==> config.mk <==
export PLATFORM = sky130hd
export DESIGN_NAME = regfile_sb
export DESIGN_NICKNAME = d
export VERILOG_FILES = /design/src/rtl/regfile_sb.sv
export SDC_FILE = /design/constraint.sdc
export NUM_CORES = 2
export LEC_CHECK = 0
export ABC_AREA = 1
export BUFFER_PORTS_ARGS = -buffer_cell sky130_fd_sc_hd__buf_4
export CAP_MARGIN = 20
export CELL_PAD_IN_SITES_DETAIL_PLACEMENT = 0
export CELL_PAD_IN_SITES_GLOBAL_PLACEMENT = 2
export CORE_MARGIN = 2
export CORE_UTILIZATION = 33
export CTS_BUF_LIST = sky130_fd_sc_hd__clkbuf_16
export DETAILED_ROUTE_END_ITERATION = 12
export PLACE_DENSITY = 0.85
export SLEW_MARGIN = 20
export SYNTH_ARGS = -nofsm -noshare
export SYNTH_HDL_FRONTEND = slang
export SYNTH_SLANG_ARGS = --single-unit
==> constraint.sdc <==
create_clock -name Wrclk -period 30.8 [get_ports Wrclk]
set_clock_uncertainty 0.2 [all_clocks]
set_input_delay 3.08 -clock Wrclk [delete_from_list [all_inputs] [get_ports Wrclk]]
set_output_delay 3.08 -clock Wrclk [all_outputs]
set_load 0.1 [all_outputs]
==> src/rtl/regfile_sb.sv <==
// Integer register file with two bypassed read ports, one write port, a debug port,
// and per-register outstanding-write counters used by decode for RAW hazard detection.
module regfile_sb #(
    parameter int unsigned ADDR_WIDTH = 5,
    parameter int unsigned DATA_WIDTH = 32,
    parameter int unsigned CNT_WIDTH  = 2,
    parameter int unsigned ZERO_REG   = 1
) (
    input  logic                  Wrclk,
    input  logic                  rst,
    input  logic [ADDR_WIDTH-1:0] Ra,
    input  logic [ADDR_WIDTH-1:0] Rb,
    output logic [DATA_WIDTH-1:0] busA,
    output logic [DATA_WIDTH-1:0] busB,
    output logic                  rdyA,
    output logic                  rdyB,
    input  logic [ADDR_WIDTH-1:0] Rw,
    input  logic [DATA_WIDTH-1:0] busW,
    input  logic                  RegWr,
    input  logic                  iss_en,
    input  logic [ADDR_WIDTH-1:0] iss_rd,
    output logic                  iss_full,
    output logic                  err,
    input  logic [ADDR_WIDTH-1:0] dbg_addr,
    output logic [DATA_WIDTH-1:0] dbg_data
);

    localparam int unsigned Depth = 2 ** ADDR_WIDTH;
    localparam logic [CNT_WIDTH-1:0] CntMax = '1;
    localparam logic [CNT_WIDTH-1:0] CntOne = CNT_WIDTH'(1);

    logic [DATA_WIDTH-1:0] rf_q  [Depth];
    logic [CNT_WIDTH-1:0]  cnt_q [Depth];
    logic                  err_q;
    logic                  iss_dec;

    function automatic logic is_zero(input logic [ADDR_WIDTH-1:0] addr);
        return (ZERO_REG != 0) && (addr == '0);
    endfunction

    // Read ports: writeback data forwarded ahead of the array update.
    always_comb begin
        busA = rf_q[Ra];
        if (RegWr && (Rw == Ra)) begin
            busA = busW;
        end
        if (is_zero(Ra)) begin
            busA = '0;
        end
    end

    always_comb begin
        busB = rf_q[Rb];
        if (RegWr && (Rw == Rb)) begin
            busB = busW;
        end
        if (is_zero(Rb)) begin
            busB = '0;
        end
    end

    // An operand is ready if nothing is pending, or the last pending write lands now.
    assign rdyA = (cnt_q[Ra] == '0) || (RegWr && (Rw == Ra) && (cnt_q[Ra] == CntOne));
    assign rdyB = (cnt_q[Rb] == '0) || (RegWr && (Rw == Rb) && (cnt_q[Rb] == CntOne));

    assign dbg_data = rf_q[dbg_addr];

    // A writeback retiring on the issue target this cycle frees one slot.
    assign iss_dec  = RegWr && (Rw == iss_rd) && (cnt_q[iss_rd] != '0);
    assign iss_full = (cnt_q[iss_rd] == CntMax) && !iss_dec;

    for (genvar r = 0; r < Depth; r++) begin : g_reg
        if ((ZERO_REG != 0) && (r == 0)) begin : g_hardwired
            assign rf_q[r]  = '0;
            assign cnt_q[r] = '0;
        end else begin : g_live
            logic                  hit_wr;
            logic                  inc;
            logic                  dec;
            logic [DATA_WIDTH-1:0] data_q;
            logic [CNT_WIDTH-1:0]  count_q;
            logic [CNT_WIDTH-1:0]  count_d;

            assign hit_wr = RegWr && (Rw == ADDR_WIDTH'(r));
            assign inc    = iss_en && (iss_rd == ADDR_WIDTH'(r)) && !iss_full;
            assign dec    = hit_wr && (count_q != '0);

            always_comb begin
                count_d = count_q;
                case ({inc, dec})
                    2'b10:   count_d = count_q + CntOne;
                    2'b01:   count_d = count_q - CntOne;
                    default: count_d = count_q;
                endcase
            end

            always_ff @(posedge Wrclk or posedge rst) begin
                if (rst) begin
                    data_q  <= '0;
                    count_q <= '0;
                end else begin
                    if (hit_wr) begin
                        data_q <= busW;
                    end
                    count_q <= count_d;
                end
            end

            assign rf_q[r]  = data_q;
            assign cnt_q[r] = count_q;
        end
    end

    always_ff @(posedge Wrclk or posedge rst) begin
        if (rst) begin
            err_q <= 1'b0;
        end else if (iss_en && iss_full) begin
            err_q <= 1'b1;
        end
    end

    assign err = err_q;

endmodule

==> impl_summary.md <==
Status
The flow ran to the end, and the final reports show no timing, DRC or antenna violations.

Power
Summed over all cells, the static leakage comes to approximately 33 nW. VDD sags by at most between 0.00004 and 0.00005 V. The power per unit of standard cell area is roughly 63 mW/mm^2. The total power draw is approximately 4.7 mW.

Clock network
Counting every sink on the clock net gives roughly 1100. The cell chosen for the clock root is sky130_fd_sc_hd__clkbuf_16. In this run the deepest clock path goes through 3 buffers. The clock transition at the registers of the reported paths is about 0.05 ns. In this run, CTS created clock tree buffers numbering 135. The H-tree level count is 4. Post-CTS repair changed the size of 0 cells. The number of hold-repair buffers added at the cts stage is 0. The CTS tree is built. Clock latency on the worst-skew pair, taken at its later pin, is roughly 0.82 ns. The number of buffers inserted to repair setup after CTS is 0.

GRT
The maximum number of pins on one net before global-route repair is about 170. The global-route wire length before repair is 496000 um. Global routing consumed, over all layers together, a little under a third of the routing resources. The number of global-route vias before repair came to 69100. The number of antenna violations at the first check in global routing is 17. The final global-route overflow total is 0.

Timing
The max-slew violation count came to 0. The number of hold violations in the final report is 0. For the pin with the worst max-slew slack, the measured transition is approximately 1.3 ns. Setup repair after global routing left no endpoint under its margin. The period utilization is 37.5%. Based on the critical path, the design can be clocked at up to a little under 90 MHz.

Setup violations remaining at the end of the flow were counted as 0. The post-route minimum period is about 12 ns. The final critical-path setup slack is between 15 and 20 ns.

The sum of negative setup slack is 0 ns. In this run the tightest slew margin relative to its limit is 16.3%.

Worst setup path
The worst setup path is of the primary input to primary output kind. The worst setup path is captured at a primary output. At the worst endpoint, the arrival time is roughly 8.3 ns.

The reg-to-reg setup timing slack is between 20 and 30 ns. The kind of start point of the critical path is a primary input. At the worst endpoint, the required time is roughly 28 ns. Along the worst path, the maximum fanout reaches between 100 and 150.

Synthesis
During synthesis, Yosys emitted a total of 0 warnings. The number of nets in the synthesized netlist is ~10000. After synthesis the cells add up to a little under 0.07 mm^2. Synthesis produced a netlist whose cell count is between 9000 and 10000. The sequential area share after synthesis is 38.8%.

The mean post-synth cell area is about 7 um^2. In this run, distinct cell masters in the synthesized netlist total 33. The top flip-flop cell by instance count after synthesis is sky130_fd_sc_hd__dfrtp_1. The number of flops mapped to enable cells by yosys is 0. The synthesized design contains approximately 1100 register bits. For this run, asynchronously set or reset flops after synthesis account for 100%.

Final layout
Measured on the finished design, the core utilization comes to a little over a third. Compared with the post-synthesis result, the final layout area differs by 9.05%. Leaving out fill and tap cells, the most frequent cell in the layout is sky130_fd_sc_hd__nand2_1. In the layout the commonest cells are sky130_fd_sc_hd__nand2_1 (2106), sky130_fd_sc_hd__o21ai_0 (1935), sky130_fd_sc_hd__dfrtp_1 (1055).

For this run, the post-layout net count is roughly 9600. The post-route netlist has 5.68% of its cells at a drive strength greater than 1.

Floorplan
The region available for standard cell placement spans slightly above 0.2 mm^2. The total number of placement rows is 166. The floorplan step defined a die boundary enclosing 0.210 mm^2. The die outline height is 458 um. The count of boundary I/O pins is roughly 160.

The x dimension of the die is about 460 um. The initial cell density of the core is between 30% and 40%.

Place
The number of input and output port buffers inserted is 160. The estimated wirelength of the detail-placed design is roughly 190000 um. The congestion estimate from routability-driven global placement came to 0.885.

At the placement stage, the worst setup path has a slack of about 19 ns.

Routing
The DRC marker count from the first detailed-route iteration is between 10000 and 15000. The routed layout has between 70000 and 80000 vias. After detailed routing, the number of remaining DRC violations is 0.

Once detail routing completed, the nets flagged for antenna violations numbered 0. The first detailed-routing pass ran for 6 iterations. The final layout contains routed wiring with a total length of roughly 340000 um. The average vias per placed instance is 6.15.

The wire length per cell after detailed routing is about 28 um.

Hold path
In this run the worst hold path is classified as flip-flop to flip-flop.

Job
Across the run, the number of max-cap violations was 0.
flip-flops by register name, summed over array words and instances (netlist names):
signal and cells:
err 1, g.g_live.count_q 62, g.g_live.data_q 992
per-layer routing:
| metal | up-vias | part of all wire (%) | track usage [%] |
|---|---|---|---|
| met1 | 36100 | 40 | 42.4 |
| li1 | 33000 | - | - |
| met4 | 16 | 6.6 | 18.3 |
| met2 | 5031 | 42 | 47.7 |
| met3 | 1058 | 11 | 6.41 |
| met5 | - | 0.039 | 0 |
final timing paths:
kind                                                 start                     endpoint  cells past startpoint
min in group asynchronous                              rst  g_reg[11].g_live.data_q[24]                      2
worst max register to register  g_reg[8].g_live.count_q[0]   g_reg[7].g_live.count_q[1]                     16
worst min register to register                         err                          err                      2
worst max-delay path                                 Rb[0]                     busB[11]                     16
max in group asynchronous                              rst   g_reg[24].g_live.data_q[3]                      7
worst min-delay path                                   err                          err                      2
metrics by stage:
stage,area (um^2),cells,hold WS [ns]
global route,74200,12200,0.305
global placement,70100,12000,0.257
CTS,74100,12200,0.280
finish,74200,12200,0.273
detailed placement,70100,12000,0.254
floorplan,68000,9994,0.253
critical path, cell delays in order:
cell	delay (ns)
sky130_fd_sc_hd__buf_8	0.56
sky130_fd_sc_hd__buf_12	0.44
sky130_fd_sc_hd__buf_4	0.79
sky130_fd_sc_hd__inv_8	0.46
sky130_fd_sc_hd__buf_4	0.57
sky130_fd_sc_hd__buf_4	0.54
sky130_fd_sc_hd__a21oi_1	0.21
sky130_fd_sc_hd__o21ai_0	0.11
sky130_fd_sc_hd__nand3_1	0.12
sky130_fd_sc_hd__nand2_1	0.06
sky130_fd_sc_hd__a21oi_1	0.17
sky130_fd_sc_hd__nand2_1	0.11
sky130_fd_sc_hd__nand3_1	0.11
sky130_fd_sc_hd__nand2_1	0.14
sky130_fd_sc_hd__inv_1	0.20
sky130_fd_sc_hd__buf_4	0.33
kinds of logic (layout without fill, tap and decap cells):
logic type | after synthesis | count (layout) | share of synthesized area (%)
DFF | 1055 | 1055 | 38.8
xor gates and xnor gates | 64 | 64 | 0.824
adders and majority gates | 31 | 31 | 0.570
other | 0 | 5 | 0
and+or+nand+nor | 3833 | 3833 | 22.7
AOI/OAI and AO/OA | 3613 | 3613 | 28.7
buffers and inverters | 1398 | 952 | 8.37
final cells by class:
class / count / area, um^2
tap: 2688 / 3360
fill: 21700 / 131000
clock buffer: 140 / 3500
multi-input combinational: 7541 / 36300
antenna: 5 / 12.5
clock inverter: 87 / 502
timing repair buffer: 302 / 2450
inverter: 423 / 1660
sequential: 1055 / 26400
power breakdown:
group / internal, mW / leakage, nW / switching [mW]
logic: 0.373 / 17.0 / 0.841
registers: 1.67 / 13.6 / 0.289
clock network: 0.854 / 2.11 / 0.662
total: 2.90 / 32.7 / 1.79
cell usage after synthesis (35+ instances only):
master                     number  area, um^2
sky130_fd_sc_hd__o221ai_1      35         307
sky130_fd_sc_hd__buf_1         88         330
sky130_fd_sc_hd__o211ai_1     330        2480
sky130_fd_sc_hd__o21ai_1      164         821
sky130_fd_sc_hd__nand2_1     2129        7990
sky130_fd_sc_hd__o22ai_1      285        1780
sky130_fd_sc_hd__dfrtp_1     1055       26400
sky130_fd_sc_hd__o21ai_0     1935        9680
sky130_fd_sc_hd__clkbuf_1     593        2230
sky130_fd_sc_hd__inv_1        406        1520
sky130_fd_sc_hd__xnor2_1       36         315
sky130_fd_sc_hd__nor2_1       906        3400
sky130_fd_sc_hd__buf_2        273        1370
sky130_fd_sc_hd__a21oi_1      828        4140
sky130_fd_sc_hd__nand3_1      750        3750
Note: power is estimated with default switching activity, not from simulation.
